--- src/rtl/uart_pkg.sv ---
// ============================================================================
// Module      : uart_pkg
// Description : Shared UART constants and types for the receiver and its FIFO.
// Revision    : 1.0 - initial release
// ============================================================================
`default_nettype none

package uart_pkg;

    localparam int UART_DATA_W = 8;

    typedef logic [UART_DATA_W-1:0] uart_byte_t;

    // Width needed to hold a count of 0..depth inclusive.
    function automatic int count_width(input int depth);
        return $clog2(depth + 1);
    endfunction

endpackage : uart_pkg

`default_nettype wire

--- src/rtl/uart_rx_fifo_core.sv ---
// ============================================================================
// Module      : uart_rx_fifo_core
// Description : Circular FIFO storage with pointers and fill count.
// Revision    : 1.0 - initial release
// ============================================================================
`default_nettype none

module uart_rx_fifo_core
    import uart_pkg::*;
#(
    parameter int DEPTH = 16,
    parameter int WIDTH = UART_DATA_W
) (
    input  logic                             clk,
    input  logic                             rst,
    input  logic [WIDTH-1:0]                 wr_data_i,
    input  logic                             wr_req_i,
    input  logic                             rd_ready_i,
    output logic [WIDTH-1:0]                 rd_data_o,
    output logic                             rd_valid_o,
    output logic [$clog2(DEPTH+1)-1:0]       fill_o,
    output logic [$clog2(DEPTH+1)-1:0]       fill_next_o,
    output logic                             drop_o
);

    localparam int AW = $clog2(DEPTH);
    localparam int CW = $clog2(DEPTH + 1);
    localparam logic [CW-1:0] C_FULL = CW'(DEPTH);

    logic [WIDTH-1:0] mem_q [DEPTH];
    logic [AW-1:0]    wr_ptr_q, wr_ptr_d;
    logic [AW-1:0]    rd_ptr_q, rd_ptr_d;
    logic [CW-1:0]    fill_q, fill_d;
    logic             w_pop;
    logic             w_push;

    // A pop frees the slot in the same cycle, so a full FIFO still accepts
    // a byte when the consumer takes the head simultaneously.
    always_comb begin
        w_pop    = (fill_q != '0) && rd_ready_i;
        w_push   = wr_req_i && ((fill_q != C_FULL) || w_pop);
        wr_ptr_d = w_push ? wr_ptr_q + AW'(1) : wr_ptr_q;
        rd_ptr_d = w_pop  ? rd_ptr_q + AW'(1) : rd_ptr_q;
        fill_d   = fill_q;
        if (w_push && !w_pop) begin
            fill_d = fill_q + CW'(1);
        end else if (!w_push && w_pop) begin
            fill_d = fill_q - CW'(1);
        end
    end

    always_ff @(posedge clk) begin
        if (rst) begin
            wr_ptr_q <= '0;
            rd_ptr_q <= '0;
            fill_q   <= '0;
        end else begin
            wr_ptr_q <= wr_ptr_d;
            rd_ptr_q <= rd_ptr_d;
            fill_q   <= fill_d;
        end
    end

    // Storage is not reset; stale entries are hidden by rd_valid_o.
    always_ff @(posedge clk) begin
        if (w_push) begin
            mem_q[wr_ptr_q] <= wr_data_i;
        end
    end

    assign rd_valid_o  = (fill_q != '0);
    assign rd_data_o   = rd_valid_o ? mem_q[rd_ptr_q] : '0;
    assign fill_o      = fill_q;
    assign fill_next_o = fill_d;
    assign drop_o      = wr_req_i && !w_push;

endmodule : uart_rx_fifo_core

`default_nettype wire

--- src/rtl/uart_rx_fifo.sv ---
// ============================================================================
// Module      : uart_rx_fifo
// Description : UART receive buffer with valid/ready output, RTS and overflow.
// Revision    : 1.0 - initial release
// ============================================================================
`default_nettype none

module uart_rx_fifo
    import uart_pkg::*;
#(
    parameter int DEPTH    = 16,
    parameter int AF_LEVEL = 12
) (
    input  logic                         clk,
    input  logic                         rst,
    input  logic [UART_DATA_W-1:0]       rx_data,
    input  logic                         rx_stb,
    output logic [UART_DATA_W-1:0]       out_data,
    output logic                         out_valid,
    input  logic                         out_ready,
    output logic [$clog2(DEPTH+1)-1:0]   fill,
    output logic                         rts_n,
    output logic                         overflow,
    input  logic                         ovf_clr
);

    localparam int CW = $clog2(DEPTH + 1);
    localparam logic [CW-1:0] C_AF_LEVEL = CW'(AF_LEVEL);

    logic [CW-1:0] w_fill_next;
    logic          w_drop;
    logic          rts_n_q, rts_n_d;
    logic          overflow_q, overflow_d;

    uart_rx_fifo_core #(
        .DEPTH (DEPTH),
        .WIDTH (UART_DATA_W)
    ) u_core (
        .clk         (clk),
        .rst         (rst),
        .wr_data_i   (rx_data),
        .wr_req_i    (rx_stb),
        .rd_ready_i  (out_ready),
        .rd_data_o   (out_data),
        .rd_valid_o  (out_valid),
        .fill_o      (fill),
        .fill_next_o (w_fill_next),
        .drop_o      (w_drop)
    );

    // RTS follows the next-state fill so it moves in step with fill itself.
    always_comb begin
        rts_n_d    = (w_fill_next >= C_AF_LEVEL);
        overflow_d = overflow_q;
        if (w_drop) begin
            overflow_d = 1'b1;
        end else if (ovf_clr) begin
            overflow_d = 1'b0;
        end
    end

    always_ff @(posedge clk) begin
        if (rst) begin
            rts_n_q    <= 1'b0;
            overflow_q <= 1'b0;
        end else begin
            rts_n_q    <= rts_n_d;
            overflow_q <= overflow_d;
        end
    end

    assign rts_n    = rts_n_q;
    assign overflow = overflow_q;

endmodule : uart_rx_fifo

`default_nettype wire

--- config.mk ---
export PLATFORM = sky130hd
export DESIGN_NAME = uart_rx_fifo
export DESIGN_NICKNAME = d
export VERILOG_FILES = /design/src/rtl/uart_pkg.sv /design/src/rtl/uart_rx_fifo_core.sv /design/src/rtl/uart_rx_fifo.sv
export SDC_FILE = /design/constraint.sdc
export NUM_CORES = 1
export LEC_CHECK = 0
export ABC_AREA = 0
export ABC_CLOCK_PERIOD_IN_PS = 2350
export BUFFER_PORTS_ARGS = -buffer_cell sky130_fd_sc_hd__buf_2
export CAP_MARGIN = 20
export CORE_ASPECT_RATIO = 0.9
export CORE_MARGIN = 2
export CORE_UTILIZATION = 55
export CTS_BUF_LIST = sky130_fd_sc_hd__clkbuf_4
export CTS_CLUSTER_DIAMETER = 80
export DETAILED_ROUTE_END_ITERATION = 8
export GPL_TIMING_DRIVEN = 0
export PLACE_DENSITY = 0.73
export SYNTH_ARGS = -nofsm -noshare
export SYNTH_HDL_FRONTEND = slang
export SYNTH_HIERARCHICAL = 1
export SYNTH_SLANG_ARGS = --single-unit
--- constraint.sdc ---
create_clock -name clk -period 2.35 [get_ports clk]
set_clock_uncertainty 0.1 [all_clocks]
set_input_delay 0 -clock clk [delete_from_list [all_inputs] [get_ports clk]]
set_output_delay 0 -clock clk [all_outputs]
set_load 0.02 [all_outputs]
==> impl_metrics.py, run 1 <==
metrics = {
    "timing": {
        "worstMarginPinSlew_ps": 812.5,
        "setup_viol": 8,
        "hold_viol_final": 0,
        "rsz0062_at_grt": "true",
        "post-route-period-util_pct": 102.5,
        "min_period_ps": 2410,
        "finalWorstSetupSlack_ps": -59.79,
        "max_freq_ghz": 0.4150,
        "holdWs_ps": 192.5,
        "slew_violations": 0,
        "relSlewSlack_pct": 45.54,
    },
    "grt": {
        "overflow": 0,
        "grt_usage_pct": 21.31,
        "antenna_found_initial": 0,
        "grt_max_degree": 17,
        "grt_pass1_vias": 3199,
        "grt_pass1_wl_um": 17640,
    },
    "setup_path": {
        "cp_top_family": "multiplexers",
        "end_kind": "output port",
        "path_buf_inv": 3,
        "r2r-end": "u_core/mem_q[2][6]",
        "slowest_delay_ps": 490,
        "startpoint_type": "register",
        "r2r_slack_ps": 50,
        "required_ps": 2250,
        "crit_type": "register to output port",
        "reg2reg_from": "u_core/fill_o[0]",
        "path_cells": "buf_8 > buf_12 > mux4_2 > mux2_4 > o21ai_2 > a21oi_1 > buf_4",
        "critPathMaxFanout": 5,
        "rr_worst_depth": 8,
        "arrival_ps": 2310,
        "crit_slowest_cell": "mux4_2",
    },
    "drt": {
        "drt_iter0_drc": 181,
        "viasPerCell": 5.834,
        "routed_wl_um": 11690,
        "first_pass_iters": 4,
        "postRouteAntennaNets": 0,
        "routedWlPerCell_um": 21.29,
        "vias": 3203,
        "drc_errors": 0,
    },
    "logic_synthesis": {
        "ys_warn_count": 6,
        "syn_area_um2": 5959,
        "netlist_instances": 334,
        "syn_avg_cell_area_um2": 17.84,
        "synth.net_count": 354,
    },
    "hold_path": {
        "hold_path.class": "input port to register",
        "hold_depth": 4,
        "hold_start": "ovf_clr",
        "holdPathEnd": "overflow",
    },
    "final_layout": {
        "nFillCells": 719,
        "antenna_cells": 0,
        "fin_area_um2": 7138,
        "fin_cells": 549,
        "area_growth_pct": 19.78,
        "nets": 423,
        "drive_gt1_share_pct": 39.42,
        "fin_util_pct": 66.87,
    },
    "cts": {
        "cts_sinks": 147,
        "cts_buffers": 17,
        "clk-insertion-delay-late_ps": 520,
        "cts_tree": "yes",
        "clk_pin_slew_worst_paths_ps": 120,
        "htreeDepth": 4,
        "clock-root-buffer": "clkbuf_4",
        "cts.path.max_buffers": 2,
    },
    "status": {
        "status": "finished, violations left",
        "violations": "negative setup slack",
    },
    "flow_run": {
        "drv_cap": 0,
    },
    "power": {
        "clock_power_share_pct": 28.6,
        "p_leak_uw": 0.002353,
        "p_comb_share_pct": 20.2,
        "power_density_nw_per_um2": 800.1,
        "power_frac_seq_pct": 51.2,
        "peakVddDrop_uv": 642.6,
        "p_int_uw": 4217,
        "sw_frac_of_total_pct": 26.16,
        "power_switching_uw": 1494,
        "total_power_uw": 5711,
    },
    "floorplanning": {
        "ios": 29,
        "coreArea_um2": 10680,
        "die_height_um": 102.8,
        "die_area_um2": 11690,
        "die_w_um": 113.7,
        "start_util_pct": 55.83,
        "rows": 36,
    },
    "placed_design": {
        "io_buffer_count": 27,
        "placed_cells": 494,
        "place.gp.congestion": 0.7890,
        "hpwl_um": 7338,
        "placed_cell_area_um2": 6281,
    },
}
[through the flow]
step	TNS, ps	setup slack [ps]
4_1_cts	-743.9	-119.7
3_5_place_dp	-33770	-416.1
5_1_grt	-2203	-185.1
2_1_floorplan	0	27.45
6_report	-351.2	-59.79
3_3_place_gp	-25950	-298.1
[state kept, by name, summed over array words and instances (netlist names), named ones only]
name,cells
u_core/fill_o,5
u_core/wr_ptr_q,4
u_core/mem_q,128
overflow,1
u_core/rd_ptr_q,4
rts_n,1
[worst register-to-register path: stages, from the launching register on]
cell,delay [ps]
dfxtp_4,370
inv_2,60
ha_4,140
or3b_1,360
buf_6,150
o21a_1,250
nand2_1,360
nor3_4,100
buf_12,180
[cell type report]
| class | instances | area (µm²) | area share, % |
|---|---|---|---|
| clock inverters | 13 | 160.2 | 2.244 |
| repair buffers | 51 | 437.9 | 6.135 |
| plain buffers | 18 | 175.2 | 2.454 |
| well taps | 133 | 166.4 | 2.331 |
| inverters | 8 | 30.03 | 0.4207 |
| clock buffers | 19 | 142.6 | 1.998 |
| flip-flops and latches | 147 | 4234 | 59.32 |
| multi-input cells | 160 | 1792 | 25.10 |
[cells in the final DEF, fill, tap and decap left out, types with 3 or more instances in the layout]
master / n
a21oi_2: 4
clkinvlp_4: 5
bufinv_16: 3
xor2_1: 5
buf_2: 19
clkinv_2: 3
clkbuf_1: 5
mux2i_1: 9
nor3_4: 3
ha_1: 6
nor2_2: 4
dlygate4sd3_1: 12
clkbuf_4: 20
nand3_1: 4
nand2_1: 6
a21oi_1: 10
buf_4: 16
dfxtp_1: 15
buf_12: 5
buf_8: 3
buf_6: 7
o21ai_2: 6
edfxtp_1: 128
xnor2_1: 3
nand2b_1: 4
o21ai_0: 4
nor2_4: 8
mux4_2: 32
inv_1: 5
mux2_4: 7
nor2_1: 14
inv_2: 3
[layer usage]
layer / vias up / share of wire [%] / GRT usage [%]
met4: 0 / 1.2 / 5.629
li1: 1460 / - / -
met5: - / 0 / 0
met1: 1643 / 44 / 28.47
met2: 85 / 50 / 35.28
met3: 15 / 4.8 / 6.055
[worst max-delay path by stage]
stage / cells past startpoint / startpoint / slack [ps] / end
global route: 7 / register / -190 / out_data[5]
floorplan: 7 / u_core/fill_o[1] / 30 / u_core/mem_q[12][0]
finish: 7 / register / -60 / out_data[1]
CTS: 7 / register / -120 / out_data[7]
global placement: 7 / u_core/fill_o[1] / -300 / u_core/mem_q[4][5]
detailed placement: 7 / u_core/fill_o[1] / -420 / u_core/mem_q[8][3]
[timing repair]
action / CTS / global route
endpoints found under the setup margin: 137 / 93
hold buffers: 12 / 0
gates resized for setup: 64 / 32
pin swaps: 2 / 4
buffers inserted: 8 / 3
hold endpoints to repair: 143 / 0
gates cloned: 1 / 0
[power by group through the flow]
stage	Sequential [µW]	Combinational, µW	Clock, µW
after floorplan	2990	617	0
after global placement	2980	857	0
after detailed placement	2990	881	0
after CTS	2920	1070	1660
after global routing	2930	1230	1780
final	2920	1150	1630
(Power assumes the default switching activity.)
==> inputs of run 2 (changes only) <==
--- a/config.mk
+++ b/config.mk
@@ -12,10 +12,10 @@
 export CORE_ASPECT_RATIO = 0.9
 export CORE_MARGIN = 2
-export CORE_UTILIZATION = 55
+export CORE_UTILIZATION = 41
 export CTS_BUF_LIST = sky130_fd_sc_hd__clkbuf_4
 export CTS_CLUSTER_DIAMETER = 80
 export DETAILED_ROUTE_END_ITERATION = 8
 export GPL_TIMING_DRIVEN = 0
-export PLACE_DENSITY = 0.73
+export PLACE_DENSITY = 0.57
 export SYNTH_ARGS = -nofsm -noshare
 export SYNTH_HDL_FRONTEND = slang
==> constraint.sdc (replaced) <==
create_clock -name clk -period 2.35 [get_ports clk]
set_clock_uncertainty 0.1 [all_clocks]
set_input_delay 0.3525 -clock clk [delete_from_list [all_inputs] [get_ports clk]]
set_output_delay 0.3525 -clock clk [all_outputs]
set_load 0.02 [all_outputs]
==> run 2 against run 1 <==
Against the previous run:
- the flow still finishes with violations (negative setup slack)
- via count fell by 2.7%
- combinational power rose by 6%
- first-iteration DRC count rose by 79%
- non-clock buffer count fell by 7
- fmax fell by 14%
- worst hold slack got worse by 76 ps
- critical path depth rose by 1
- setup slack got worse by 400 ps
==> impl_metrics.py, run 2 (synthesis gave the netlist of run 1 again) <==
metrics = {
    "grt": {
        "grt_pass1_wl_um": 18800,
        "grtUsageMet2_pct": 28.24,
        "use_met1_pct": 21.81,
        "grtUsageMet3_pct": 5.025,
        "grt_max_degree": 17,
        "antenna_found_initial": 0,
        "top_usage_layer": "met2",
        "overflow": 0,
        "grt_pass1_vias": 3345,
        "grt_usage_pct": 17.07,
    },
    "cts": {
        "clk-insertion-delay-late_ps": 510,
        "clock-root-buffer": "clkbuf_4",
        "cts.path.max_buffers": 2,
        "clk_pin_slew_worst_paths_ps": 120,
        "htreeDepth": 4,
        "cts_sinks": 147,
        "cts_buffers": 17,
        "cts_tree": "yes",
    },
    "setup_path": {
        "crit_type": "register to output port",
        "startpoint_type": "register",
        "arrival_ps": 2350,
        "critPathMaxFanout": 5,
        "end_kind": "output port",
        "rr_worst_depth": 9,
        "required_ps": 1900,
    },
    "drt": {
        "drt_iter0_drc": 324,
        "viasPerCell": 5.176,
        "vias": 3116,
        "routedWlPerCell_um": 19.98,
        "postRouteAntennaNets": 0,
        "first_pass_iters": 4,
        "drc_errors": 0,
        "routed_wl_um": 12030,
    },
    "final_layout": {
        "nets": 416,
        "fin_cells": 602,
        "area_growth_pct": 21.67,
        "nFillCells": 1190,
        "largest_reg_flops": 128,
        "antenna_cells": 0,
        "top_register": "u_core/mem_q",
        "final_cell_mix": "128 x edfxtp_1, 32 x mux4_2, 20 x buf_2",
        "drive_gt1_share_pct": 42.30,
        "final_common_cell": "edfxtp_1",
    },
    "floorplanning": {
        "die_height_um": 118.4,
        "die_w_um": 131.1,
        "rows": 41,
        "start_util_pct": 42.24,
        "ios": 29,
        "coreArea_um2": 14110,
        "die_area_um2": 15520,
    },
    "power": {
        "power_density_nw_per_um2": 803.3,
        "p_leak_uw": 0.002355,
        "total_power_uw": 5824,
        "peakVddDrop_uv": 334.4,
    },
    "flow_run": {
        "drv_cap": 0,
    },
    "timing": {
        "post-route-period-util_pct": 119.5,
        "slew_violations": 0,
        "rsz0062_at_grt": "true",
        "max_freq_ghz": 0.3562,
        "worstMarginPinSlew_ps": 727.6,
        "hold_viol_final": 0,
        "holdWs_ps": 116.2,
        "setup_viol": 9,
        "relSlewSlack_pct": 51.50,
        "finalWorstSetupSlack_ps": -457.4,
        "min_period_ps": 2807,
    },
    "status": {
        "violations": "negative setup slack",
        "status": "finished, violations left",
    },
    "placed_design": {
        "place.gp.congestion": 0.7649,
        "hpwl_um": 7626,
        "io_buffer_count": 27,
        "placed_cells": 554,
    },
    "hold_path": {
        "hold_depth": 1,
        "hold_path.class": "input port to register",
    },
}
## run 2: layout make-up
| cell class | instances | area (µm²) | share of cell area (%) |
|---|---|---|---|
| clock inverters | 14 | 167.7 | 2.312 |
| clock buffers | 18 | 135.1 | 1.864 |
| plain buffers | 18 | 172.7 | 2.381 |
| well taps | 193 | 241.5 | 3.330 |
| flip-flops and latches | 147 | 4234 | 58.40 |
| multi-input cells | 160 | 1864 | 25.71 |
| repair buffers | 44 | 400.4 | 5.522 |
| inverters | 8 | 35.03 | 0.4832 |
## run 2: final timing paths
check | from | end | slack, ps
hold reg to reg | u_core/rd_ptr_q[1] | register | 430
setup reg to reg | u_core/fill_o[0] | u_core/mem_q[0][2] | 110
setup / recovery | register | out_data[1] | -460
hold / removal | rx_data[4] | u_core/mem_q[7][4] | 120
## run 2: per-layer routing
metal | vias to the layer above | share of wire, %
li1 | 1460 | -
met1 | 1595 | 44
met2 | 54 | 52
met3 | 7 | 3.6
met4 | 0 | 0.68
met5 | - | 0
## run 2: per-stage QoR
stage	instance area, µm²	setup TNS (ps)	utilization (%)	worst slack, ps
CTS	7189	-4945	50.96	-566.7
detailed placement	6387	-46760	45.28	-572.9
global route	7251	-5192	51.40	-623.2
floorplan	6011	0	-	27.45
finish	7251	-3658	51.40	-457.4
global placement	6387	-42820	45.28	-551.8
## run 2: what timing repair did
action / CTS / global route
setup buffers: 12 / 1
resized for setup: 97 / 12
gates cloned: 1 / 0
hold buffers: 3 / 0
hold endpoints to repair: 2 / 0
pin swaps: 10 / 6
setup endpoints to repair: 137 / 73
## run 2: report_power, final
part | internal [µW] | switching, µW
logic | 608 | 617
clock network | 833 | 844
registers | 2890 | 30.3
total | 4330 | 1490
## run 2: critical path, cell delays in order (launching register included)
cell and delay (ps):
dfxtp_2 340, buf_6 120, buf_12 110, buf_12 110
mux4_2 480, mux2_2 280, o21ai_2 170, a21oi_2 40
buf_2 190
==> inputs of run 3 (changes only) <==
Settings changed: CORE_ASPECT_RATIO 0.9 to 0.5.
==> run 3 against run 2 <==
Against the previous run:
- the run still ends with negative setup slack left
- highest routed layer unchanged
- via count is 4.7% higher
- die area is 0.37% higher
- power is 1.8% lower
- sequential power hardly changed
- setup slack better by 6.8 ps
==> impl_metrics.py, run 3 (synthesis gave the netlist of run 1 again) <==
metrics = {
    "final_layout": {
        "fin_util_pct": 50.30,
        "nets": 416,
        "largest_reg_flops": 128,
        "drive_gt1_share_pct": 44.25,
        "antenna_cells": 0,
        "top_register": "u_core/mem_q",
        "area_growth_pct": 21.12,
        "final_common_cell": "edfxtp_1",
        "final_cell_mix": "128 x edfxtp_1, 32 x mux4_2, 18 x clkbuf_4, 18 x buf_2, 18 x buf_4",
    },
    "drt": {
        "routedWlPerCell_um": 20.59,
        "viasPerCell": 5.376,
        "postRouteAntennaNets": 0,
        "drt_iter0_drc": 238,
        "first_pass_iters": 4,
        "drc_errors": 0,
        "routed_wl_um": 12500,
        "vias": 3263,
    },
    "power": {
        "sw_frac_of_total_pct": 30.06,
        "p_comb_share_pct": 21.7,
        "power_switching_uw": 1719,
        "p_leak_uw": 0.002358,
        "clock_power_share_pct": 27.1,
        "power_density_nw_per_um2": 792.2,
        "peakVddDrop_uv": 316.0,
        "power_frac_seq_pct": 51.2,
        "p_int_uw": 3999,
    },
    "setup_path": {
        "path_cells": "buf_8 > buf_4 > mux4_2 > mux2_2 > o21ai_2 > a21oi_2 > buf_4",
        "critPathMaxFanout": 5,
        "slowest_delay_ps": 510,
        "cpMostUsedCell": "buf_4",
        "startpoint_type": "register",
        "arrival_ps": 2350,
        "required_ps": 1900,
        "end_kind": "output port",
        "crit_type": "register to output port",
        "crit_slowest_cell": "mux4_2",
    },
    "status": {
        "violations": "negative setup slack",
        "status": "finished, violations left",
    },
    "placed_design": {
        "io_buffer_count": 27,
        "hpwl_um": 8153,
        "place.gp.congestion": 0.8334,
        "preCtsSetupSlack_ps": -459.0,
    },
    "hold_path": {
        "hold_path.class": "input port to register",
    },
    "cts": {
        "clock-root-buffer": "clkbuf_4",
        "clk-insertion-delay-late_ps": 540,
        "cts_sinks": 147,
        "clk_pin_slew_worst_paths_ps": 160,
        "htreeDepth": 4,
        "cts_buffers": 17,
        "cts_tree": "yes",
        "cts.path.max_buffers": 2,
    },
    "timing": {
        "post-route-period-util_pct": 119.2,
        "slew_violations": 0,
        "min_period_ps": 2801,
        "relSlewSlack_pct": 53.03,
        "hold_viol_final": 0,
        "finalWorstSetupSlack_ps": -450.6,
        "setup_viol": 9,
        "rsz0062_at_grt": "true",
        "worstMarginPinSlew_ps": 704.5,
        "max_freq_ghz": 0.3571,
    },
    "floorplanning": {
        "die_area_um2": 15570,
        "die_w_um": 174.5,
        "ios": 29,
        "start_util_pct": 41.53,
        "coreArea_um2": 14350,
        "rows": 31,
        "die_height_um": 89.25,
    },
    "grt": {
        "grt_pass1_wl_um": 19220,
        "grt_pass1_vias": 3286,
        "grt_max_degree": 18,
        "overflow": 0,
        "antenna_found_initial": 0,
        "grt_usage_pct": 17.23,
    },
    "flow_run": {
        "drv_cap": 0,
    },
}
==> run 3: repair_timing <==
| item | 4_1_cts | 5_1_grt |
|---|---|---|
| buffers inserted | 14 | 0 |
| gates resized for setup | 102 | 12 |
| gates cloned | 1 | 0 |
| endpoints found under the setup margin | 138 | 77 |
| pin swaps | 7 | 5 |
| hold buffers | 2 | 0 |
| hold endpoints to repair | 2 | 0 |
==> run 3: routing by layer <==
| layer | wire length (µm) | global-route usage, % |
|---|---|---|
| met1 | 5658 | 23.01 |
| met2 | 6082 | 28.68 |
| met3 | 656 | 4.549 |
| met4 | 104 | 4.545 |
| met5 | 0 | 0 |
==> run 3: power groups by stage <==
stage               logic [µW]  registers [µW]  clock network (µW)
floorplan                  641            2990                   0
global placement           900            2980                   0
detailed placement         928            2990                   0
CTS                       1220            2930                1590
global route              1330            2930                1710
finish                    1240            2930                1550
==> run 3: worst paths after layout <==
| kind | startpoint | to | slack [ps] | cells past startpoint |
|---|---|---|---|---|
| worst max-delay path | register | out_data[7] | -450 | 7 |
| worst min-delay path | rx_data[5] | u_core/mem_q[6][5] | 70 | 1 |
| worst max register to register | u_core/fill_o[0] | u_core/mem_q[7][7] | 100 | 9 |
| worst min register to register | u_core/rd_ptr_q[1] | register | 420 | 2 |
==> run 3: through the flow <==
stage / instances / total power (µW) / hold slack, ps / cell area (µm²) / TNS [ps]
finish: 607 / 5718 / 68.58 / 7218 / -3526
global route: 607 / 5977 / 18.06 / 7218 / -4583
CTS: 607 / 5739 / 35.96 / 7182 / -4171
detailed placement: 559 / 3917 / 395.3 / 6394 / -49470
global placement: 559 / 3881 / 374.5 / 6394 / -33810
floorplan: 334 / 3634 / 314.9 / 6011 / 0
==> run 3: layout make-up <==
cell class                 count  area (µm²)
fill                        1191        7133
sequential                   147        4234
multi-input combinational    160        1858
timing repair buffer          44       374.1
tap                          198       247.7
buffer                        18       186.4
clock inverter                15       152.6
clock buffer                  17       127.6
inverter                       8       37.54
==> run 3: worst max-delay path: cells and delay by family (launching register included) <==
family                 cells  cell delay, ps
AOI/OAI and AO/OA          2             200
buffers and inverters      3             450
DFF                        1             360
muxes                      2             800
